--- src/rtl/i2c_pkg.sv ---
// Shared I2C definitions: FSM state encoding, default target address, filter helper.
package i2c_pkg;

  localparam logic [6:0] I2C_DEFAULT_ADDR = 7'h42;

  typedef enum logic [3:0] {
    ST_IDLE,
    ST_ADDR,
    ST_ADDR_ACK,
    ST_PTR,
    ST_PTR_ACK,
    ST_WDATA,
    ST_WDATA_ACK,
    ST_RDATA,
    ST_RDATA_ACK,
    ST_IGNORE
  } i2c_state_t;

  function automatic logic majority3(input logic a, input logic b, input logic c);
    return (a & b) | (a & c) | (b & c);
  endfunction

endpackage

--- src/rtl/i2c_pin_filter.sv ---
// Two-flop synchroniser plus 3-sample majority filter for one open-drain pin.
// The filtered level changes 4 clk after the pin; rise/fall are valid the cycle after.
module i2c_pin_filter
  import i2c_pkg::*;
(
  input  logic clk,
  input  logic reset,
  input  logic pin,
  output logic level,
  output logic rise,
  output logic fall
);

  logic [1:0] sync_reg;
  logic [1:0] hist_reg;
  logic       level_reg;
  logic       level_d_reg;

  // Idle bus is high, so everything resets to 1 to avoid a false edge.
  always_ff @(posedge clk or posedge reset) begin
    if (reset) begin
      sync_reg    <= 2'b11;
      hist_reg    <= 2'b11;
      level_reg   <= 1'b1;
      level_d_reg <= 1'b1;
    end else begin
      sync_reg    <= {sync_reg[0], pin};
      hist_reg    <= {hist_reg[0], sync_reg[1]};
      level_reg   <= majority3(hist_reg[1], hist_reg[0], sync_reg[1]);
      level_d_reg <= level_reg;
    end
  end

  assign level = level_reg;
  assign rise  = level_reg & ~level_d_reg;
  assign fall  = ~level_reg & level_d_reg;

endmodule

--- src/rtl/i2c_target.sv ---
// I2C target exposing a small register file to an external controller, with a
// local host read/write port onto the same registers.
module i2c_target
  import i2c_pkg::*;
#(
  parameter logic [6:0] I2C_ADDR = I2C_DEFAULT_ADDR,
  parameter int          NUM_REGS = 16,
  localparam int         PW = $clog2(NUM_REGS)
) (
  input  logic          clk,
  input  logic          reset,
  input  logic          scl_i,
  input  logic          sda_i,
  output logic          sda_oe,
  input  logic [PW-1:0] host_addr,
  input  logic          host_we,
  input  logic [7:0]    host_wdata,
  output logic [7:0]    host_rdata,
  output logic          wr_valid,
  output logic [PW-1:0] wr_addr,
  output logic [7:0]    wr_data,
  output logic          busy
);

  logic scl_level, scl_rise, scl_fall;
  logic sda_level, sda_rise, sda_fall;

  i2c_pin_filter u_scl_filter (
    .clk(clk), .reset(reset), .pin(scl_i),
    .level(scl_level), .rise(scl_rise), .fall(scl_fall)
  );

  i2c_pin_filter u_sda_filter (
    .clk(clk), .reset(reset), .pin(sda_i),
    .level(sda_level), .rise(sda_rise), .fall(sda_fall)
  );

  logic       start_det, stop_det;
  assign start_det = sda_fall & scl_level;
  assign stop_det  = sda_rise & scl_level;

  i2c_state_t    state_reg, state_next;
  logic [2:0]    bit_cnt_reg, bit_cnt_next;
  logic [7:0]    shift_reg, shift_next;
  logic [PW-1:0] ptr_reg, ptr_next;
  logic          sda_oe_reg, sda_oe_next;
  logic          ack_on_reg, ack_on_next;
  logic          rw_reg, rw_next;
  logic          busy_reg, busy_next;
  logic          wr_valid_reg, wr_valid_next;
  logic [PW-1:0] wr_addr_reg, wr_addr_next;
  logic [7:0]    wr_data_reg, wr_data_next;
  logic          i2c_we;
  logic [7:0]    rx_byte;
  logic [7:0]    rd_byte;
  logic [7:0]    regs [NUM_REGS];

  assign rx_byte = {shift_reg[6:0], sda_level};
  assign rd_byte = regs[ptr_reg];

  always_ff @(posedge clk or posedge reset) begin
    if (reset) begin
      state_reg    <= ST_IDLE;
      bit_cnt_reg  <= '0;
      shift_reg    <= '0;
      ptr_reg      <= '0;
      sda_oe_reg   <= 1'b0;
      ack_on_reg   <= 1'b0;
      rw_reg       <= 1'b0;
      busy_reg     <= 1'b0;
      wr_valid_reg <= 1'b0;
      wr_addr_reg  <= '0;
      wr_data_reg  <= '0;
    end else begin
      state_reg    <= state_next;
      bit_cnt_reg  <= bit_cnt_next;
      shift_reg    <= shift_next;
      ptr_reg      <= ptr_next;
      sda_oe_reg   <= sda_oe_next;
      ack_on_reg   <= ack_on_next;
      rw_reg       <= rw_next;
      busy_reg     <= busy_next;
      wr_valid_reg <= wr_valid_next;
      wr_addr_reg  <= wr_addr_next;
      wr_data_reg  <= wr_data_next;
    end
  end

  always_comb begin
    state_next    = state_reg;
    bit_cnt_next  = bit_cnt_reg;
    shift_next    = shift_reg;
    ptr_next      = ptr_reg;
    sda_oe_next   = sda_oe_reg;
    ack_on_next   = ack_on_reg;
    rw_next       = rw_reg;
    busy_next     = busy_reg;
    wr_valid_next = 1'b0;
    wr_addr_next  = wr_addr_reg;
    wr_data_next  = wr_data_reg;
    i2c_we        = 1'b0;

    if (stop_det) begin
      state_next  = ST_IDLE;
      sda_oe_next = 1'b0;
      ack_on_next = 1'b0;
      busy_next   = 1'b0;
    end else if (start_det) begin
      state_next   = ST_ADDR;
      bit_cnt_next = '0;
      sda_oe_next  = 1'b0;
      ack_on_next  = 1'b0;
    end else begin
      case (state_reg)
        ST_ADDR, ST_PTR, ST_WDATA: begin
          if (scl_rise) begin
            shift_next   = rx_byte;
            bit_cnt_next = bit_cnt_reg + 3'd1;
            if (bit_cnt_reg == 3'd7) begin
              case (state_reg)
                ST_ADDR: begin
                  if (rx_byte[7:1] == I2C_ADDR) begin
                    state_next = ST_ADDR_ACK;
                    rw_next    = rx_byte[0];
                    busy_next  = 1'b1;
                  end else begin
                    state_next = ST_IGNORE;
                    busy_next  = 1'b0;
                  end
                end
                ST_PTR: begin
                  ptr_next   = rx_byte[PW-1:0];
                  state_next = ST_PTR_ACK;
                end
                default: begin
                  i2c_we        = 1'b1;
                  wr_valid_next = 1'b1;
                  wr_addr_next  = ptr_reg;
                  wr_data_next  = rx_byte;
                  ptr_next      = ptr_reg + PW'(1);
                  state_next    = ST_WDATA_ACK;
                end
              endcase
            end
          end
        end

        // First fall after the byte pulls SDA low; the second ends the ACK slot.
        ST_ADDR_ACK, ST_PTR_ACK, ST_WDATA_ACK: begin
          if (scl_fall) begin
            if (!ack_on_reg) begin
              sda_oe_next = 1'b1;
              ack_on_next = 1'b1;
            end else begin
              ack_on_next  = 1'b0;
              sda_oe_next  = 1'b0;
              bit_cnt_next = '0;
              if (state_reg == ST_ADDR_ACK && rw_reg) begin
                shift_next  = {rd_byte[6:0], 1'b0};
                sda_oe_next = ~rd_byte[7];
                state_next  = ST_RDATA;
              end else if (state_reg == ST_ADDR_ACK) begin
                state_next = ST_PTR;
              end else begin
                state_next = ST_WDATA;
              end
            end
          end
        end

        // The MSB goes out on the fall that enters this state; shift holds the rest.
        ST_RDATA: begin
          if (scl_fall) begin
            sda_oe_next = ~shift_reg[7];
            shift_next  = {shift_reg[6:0], 1'b0};
          end
          if (scl_rise) begin
            bit_cnt_next = bit_cnt_reg + 3'd1;
            if (bit_cnt_reg == 3'd7) begin
              state_next  = ST_RDATA_ACK;
              ack_on_next = 1'b0;
            end
          end
        end

        ST_RDATA_ACK: begin
          if (scl_fall) begin
            if (!ack_on_reg) begin
              sda_oe_next = 1'b0;
            end else begin
              ack_on_next  = 1'b0;
              bit_cnt_next = '0;
              shift_next   = {rd_byte[6:0], 1'b0};
              sda_oe_next  = ~rd_byte[7];
              state_next   = ST_RDATA;
            end
          end
          if (scl_rise && !ack_on_reg) begin
            ptr_next = ptr_reg + PW'(1);
            if (sda_level) begin
              state_next = ST_IGNORE;
            end else begin
              ack_on_next = 1'b1;
            end
          end
        end

        default: ;
      endcase
    end
  end

  // I2C write has priority over a host write to the same index in the same cycle.
  always_ff @(posedge clk or posedge reset) begin
    if (reset) begin
      for (int i = 0; i < NUM_REGS; i++) regs[i] <= '0;
    end else begin
      for (int i = 0; i < NUM_REGS; i++) begin
        if (i2c_we && ptr_reg == PW'(i)) begin
          regs[i] <= rx_byte;
        end else if (host_we && host_addr == PW'(i)) begin
          regs[i] <= host_wdata;
        end
      end
    end
  end

  assign host_rdata = regs[host_addr];
  assign sda_oe     = sda_oe_reg;
  assign wr_valid   = wr_valid_reg;
  assign wr_addr    = wr_addr_reg;
  assign wr_data    = wr_data_reg;
  assign busy       = busy_reg;

endmodule

--- config.mk ---
export PLATFORM = sky130hd
export DESIGN_NAME = i2c_target
export DESIGN_NICKNAME = d
export VERILOG_FILES = /design/src/rtl/i2c_pkg.sv /design/src/rtl/i2c_pin_filter.sv /design/src/rtl/i2c_target.sv
export SDC_FILE = /design/constraint.sdc
export NUM_CORES = 1
export LEC_CHECK = 0
export ABC_AREA = 1
export CORE_MARGIN = 8
export CORE_UTILIZATION = 39
export DETAILED_ROUTE_END_ITERATION = 7
export DONT_BUFFER_PORTS = 1
export MAX_ROUTING_LAYER = met4
export PLACE_DENSITY = 0.52
export SKIP_CTS_REPAIR_TIMING = 1
export SLEW_MARGIN = 10
export SYNTH_ARGS = -nofsm -noshare
export SYNTH_HDL_FRONTEND = slang
export SYNTH_SLANG_ARGS = --single-unit
--- constraint.sdc ---
create_clock -name clk -period 6.1 [get_ports clk]
set_input_delay 0.915 -clock clk [delete_from_list [all_inputs] [get_ports clk]]
set_output_delay 0.915 -clock clk [all_outputs]
set_load 0.005 [all_outputs]
==> out/summary.md <==
The flow ran to the end, and the final reports show no timing, DRC or antenna violations. The final-report setup violation count came out at 0. The final layout contains 1715 nets. The tools report the initial antenna violation count as 0.

The number of nets in the synthesized netlist is 1792. The post-synthesis sequential area ratio is 38.0%. Commonest non-fill, non-tap cell in the layout: nand2_1. Summing internal, switching and leakage power gives 5.14 mW. By startpoint and endpoint, the worst setup path is classified as reg -> reg. For this run, the number of standard cells in the final layout without fillers is 2095.

The type of the tightest min-delay check is reg -> reg. Pin placement for this block handled 40 I/O pins. For the area of the core, the log shows 0.0295 mm^2. The number of placement rows is 63, and the share of final-layout standard cells stronger than drive strength 1 is 5.75%. The top cell types in the final layout, fill and taps aside, are nand2_1 (517), nand3_1 (439), nor2_1 (198). The worst slew margin relative to its limit is 15.5%, and the portion of the clock cycle consumed by the worst path in the final layout is 60.1%.

The static leakage power is 6.02 nW, and the number of global-route vias before repair is 11160. The worst path required time was 6.43 ns; the sum of buffers and inverters on the critical path was 3. Setup repair after global routing left no endpoint under its margin. The run gives 2 as the worst-case clock buffer depth. Detailed placement ended at an HPWL of 30.1 mm. The register with the most flip-flops in the layout has 128 of them. During synthesis, Yosys emitted a total of 0 warnings. The combined area of all synthesized cells is 0.0116 mm^2. Entering global routing, the biggest net connects 121 pins. The run gives 0 as the total count of hold-check failures in the final report.

The starting DRC count in detailed routing was 1631; the synthesized netlist cell count was 1769. The number of distinct standard cells referenced by the synthesized netlist is 29, and the maximum cell stage delay along the critical path is 1.03 ns. The count of port buffers added during placement is 0, and the slew at the pin closest to its max-slew limit is 1.27 ns. The logs give 2063 for the number of placed instances, taps included and 0.902 for the placer's final routability congestion estimate. For the finished layout, the period the worst path requires is 3.66 ns. Compared with the post-synthesis result, the final layout area differs by 6.56%.

On the critical path the largest part of the delay comes from simple AND/OR/NAND/NOR gates. The overall overflow remaining after global route was 0. Once placement finished, the instance area stood at 0.0118 mm^2. The die is 189 um tall. The fill cell instance count of the final layout is 3219. The worst setup path is captured at a flop. Number of vias per cell after detailed routing: 5.90. The initial utilization of the core area, before any placement, comes to 39.5%. In the final routed layout, each cell accounts on average for 22.5 um. The H-tree generated during clock tree synthesis spans 4 levels. For the antenna violation net count after detailed routing, the log shows 0. A synthesized cell averages 6.58 um^2. The routed design has 47.1 mm of wire.

CTS placed an instance of clkbuf_16 at the clock tree root. The die covers 0.0356 mm^2. After detailed routing, the number of remaining DRC violations is 0. Routed via count: 12367.

Max-slew violation count: 0. For the data arrival time at the worst-slack endpoint, the log shows 3.99 ns. TritonCTS built the clock tree. Combined global-route utilization of all metal layers: 26.9%. STA classifies the critical path startpoint as a flop. The maximum ir drop on the vdd rail was 0.242 mV; the ratio of total power to cell area was 415 mW/mm^2. The die is 189 um wide. Insertion delay to the later sink of the worst-skew pair: 0.45 ns.

Walking the worst path, the cells encountered are inv_2 -> nand3_2 -> nand2_1 -> nor3_2 -> buf_4 -> nand2_1 -> inv_2 -> nand2_1 -> nand3_1 -> nand3_1. End-of-flow core utilization: 42.1%. For the clock buffer count from CTS, the log shows 17. Static timing analysis puts the maximum clock frequency at 273 MHz. After routing, the total negative slack on setup checks comes to 0 ns. The tools report the first-pass GRT wire length as 71.9 mm. The slowest stage of the critical path is the dfstp_2 cell. The cell that appears most often on the critical path is nand2_1.

Of all nets on the critical path, the largest fanout is 46. The number of synthesized register bits is 176, and the count of inserted antenna diode cells is 0. Before antenna repair, the detailed router went through 6 iterations. Across the routed clock network, the largest skew measured is 0.00970 ns. Across the run, the number of max-cap violations was 0. After clock tree synthesis, the clock-pin slew on the worst setup and hold paths is 0.07 ns.

The tree built by TritonCTS fans out to 176 sinks. The cell area after layout is 0.0124 mm^2.
-- area by class of cell --
type                    count  area (um^2)  share of cell area [%]
inverters                 118          450                    3.63
clock buffers              22          454                    3.66
repair buffers             19          143                    1.15
flip-flops and latches    176         4420                    35.7
multi-input cells        1360         6280                    50.7
clock inverters            10          161                    1.30
well taps                 390          488                    3.94
-- metal layers --
metal  wire length [um]  share of wire, %  track usage, %
met5                  0                 0               -
met4               1190               2.5            8.48
met1              21500                46            39.1
met2              20100                43            37.8
met3               4360               9.2            3.94
-- report_power, final --
group	switching, mW	internal [mW]
sequential	0.399	1.44
clock	0.510	0.697
combinational	1.50	0.592
-- cells by family (layout without fill, tap and decap cells) --
family	after synthesis	after routing	synth area share, %
DFF	176	176	38.0
xor gates and xnor gates	1	1	0.0753
AOI/OAI and AO/OA	140	140	7.47
adders and majority gates	8	8	0.817
buffers and inverters	233	169	8.23
and+or+nand+nor	1211	1211	45.4
-- cells in the mapped netlist --
library cell,instances,area (um^2)
maj3_1,2,20.0
nor3_2,1,10.0
dfrtp_1,164,4100
o211ai_1,2,15.0
buf_1,11,41.3
clkbuf_1,75,282
nand2_2,13,81.3
buf_4,1,7.51
nor2_8,4,80.1
inv_2,5,18.8
dfstp_2,12,315
xnor2_1,1,8.76
nand3_2,2,20.0
buf_2,21,105
nor2_1,203,762
nand4_1,21,131
nand2_1,517,1940
nand3_1,439,2200
a22oi_1,64,480
o22ai_1,2,12.5
o21ai_0,58,290
o21ai_1,1,5.00
ha_1,6,75.1
buf_6,7,78.8
a31oi_1,1,6.26
nor3_1,5,25.0
inv_1,113,424
nor2_2,6,37.5
a21oi_1,12,60.1
-- through the flow --
step	worst slack, ns	hold WS (ns)
after CTS	2.54	0.350
after global routing	2.18	0.353
after detailed placement	2.56	0.347
after floorplan	0.431	0.345
after global placement	2.57	0.347
final	2.44	0.351
-- path summary, 6_finish.rpt --
| kind | startpoint | depth (start not counted) | to | slack, ns |
|---|---|---|---|---|
| worst max-delay path | u_sda_filter.level$_DFF_PP1_ | 10 | regs[3]$_DFFE_PP0P_ | 2.44 |
| worst min-delay path | u_sda_filter.sync_reg[0]$_DFF_PP1_ | 0 | u_sda_filter.sync_reg[1]$_DFF_PP1_ | 0.35 |
| worst max register to register | u_sda_filter.level$_DFF_PP1_ | 10 | regs[3]$_DFFE_PP0P_ | 2.44 |
| worst min register to register | u_sda_filter.sync_reg[0]$_DFF_PP1_ | 0 | u_sda_filter.sync_reg[1]$_DFF_PP1_ | 0.35 |
| max in group asynchronous | reset | 2 | ptr_reg[0]$_DFFE_PP0P_ | 4.19 |
| min in group asynchronous | reset | 1 | state_reg[3]$_DFFE_PP0P_ | 0.46 |
No activity file was read; power rests on OpenSTA's default activity.
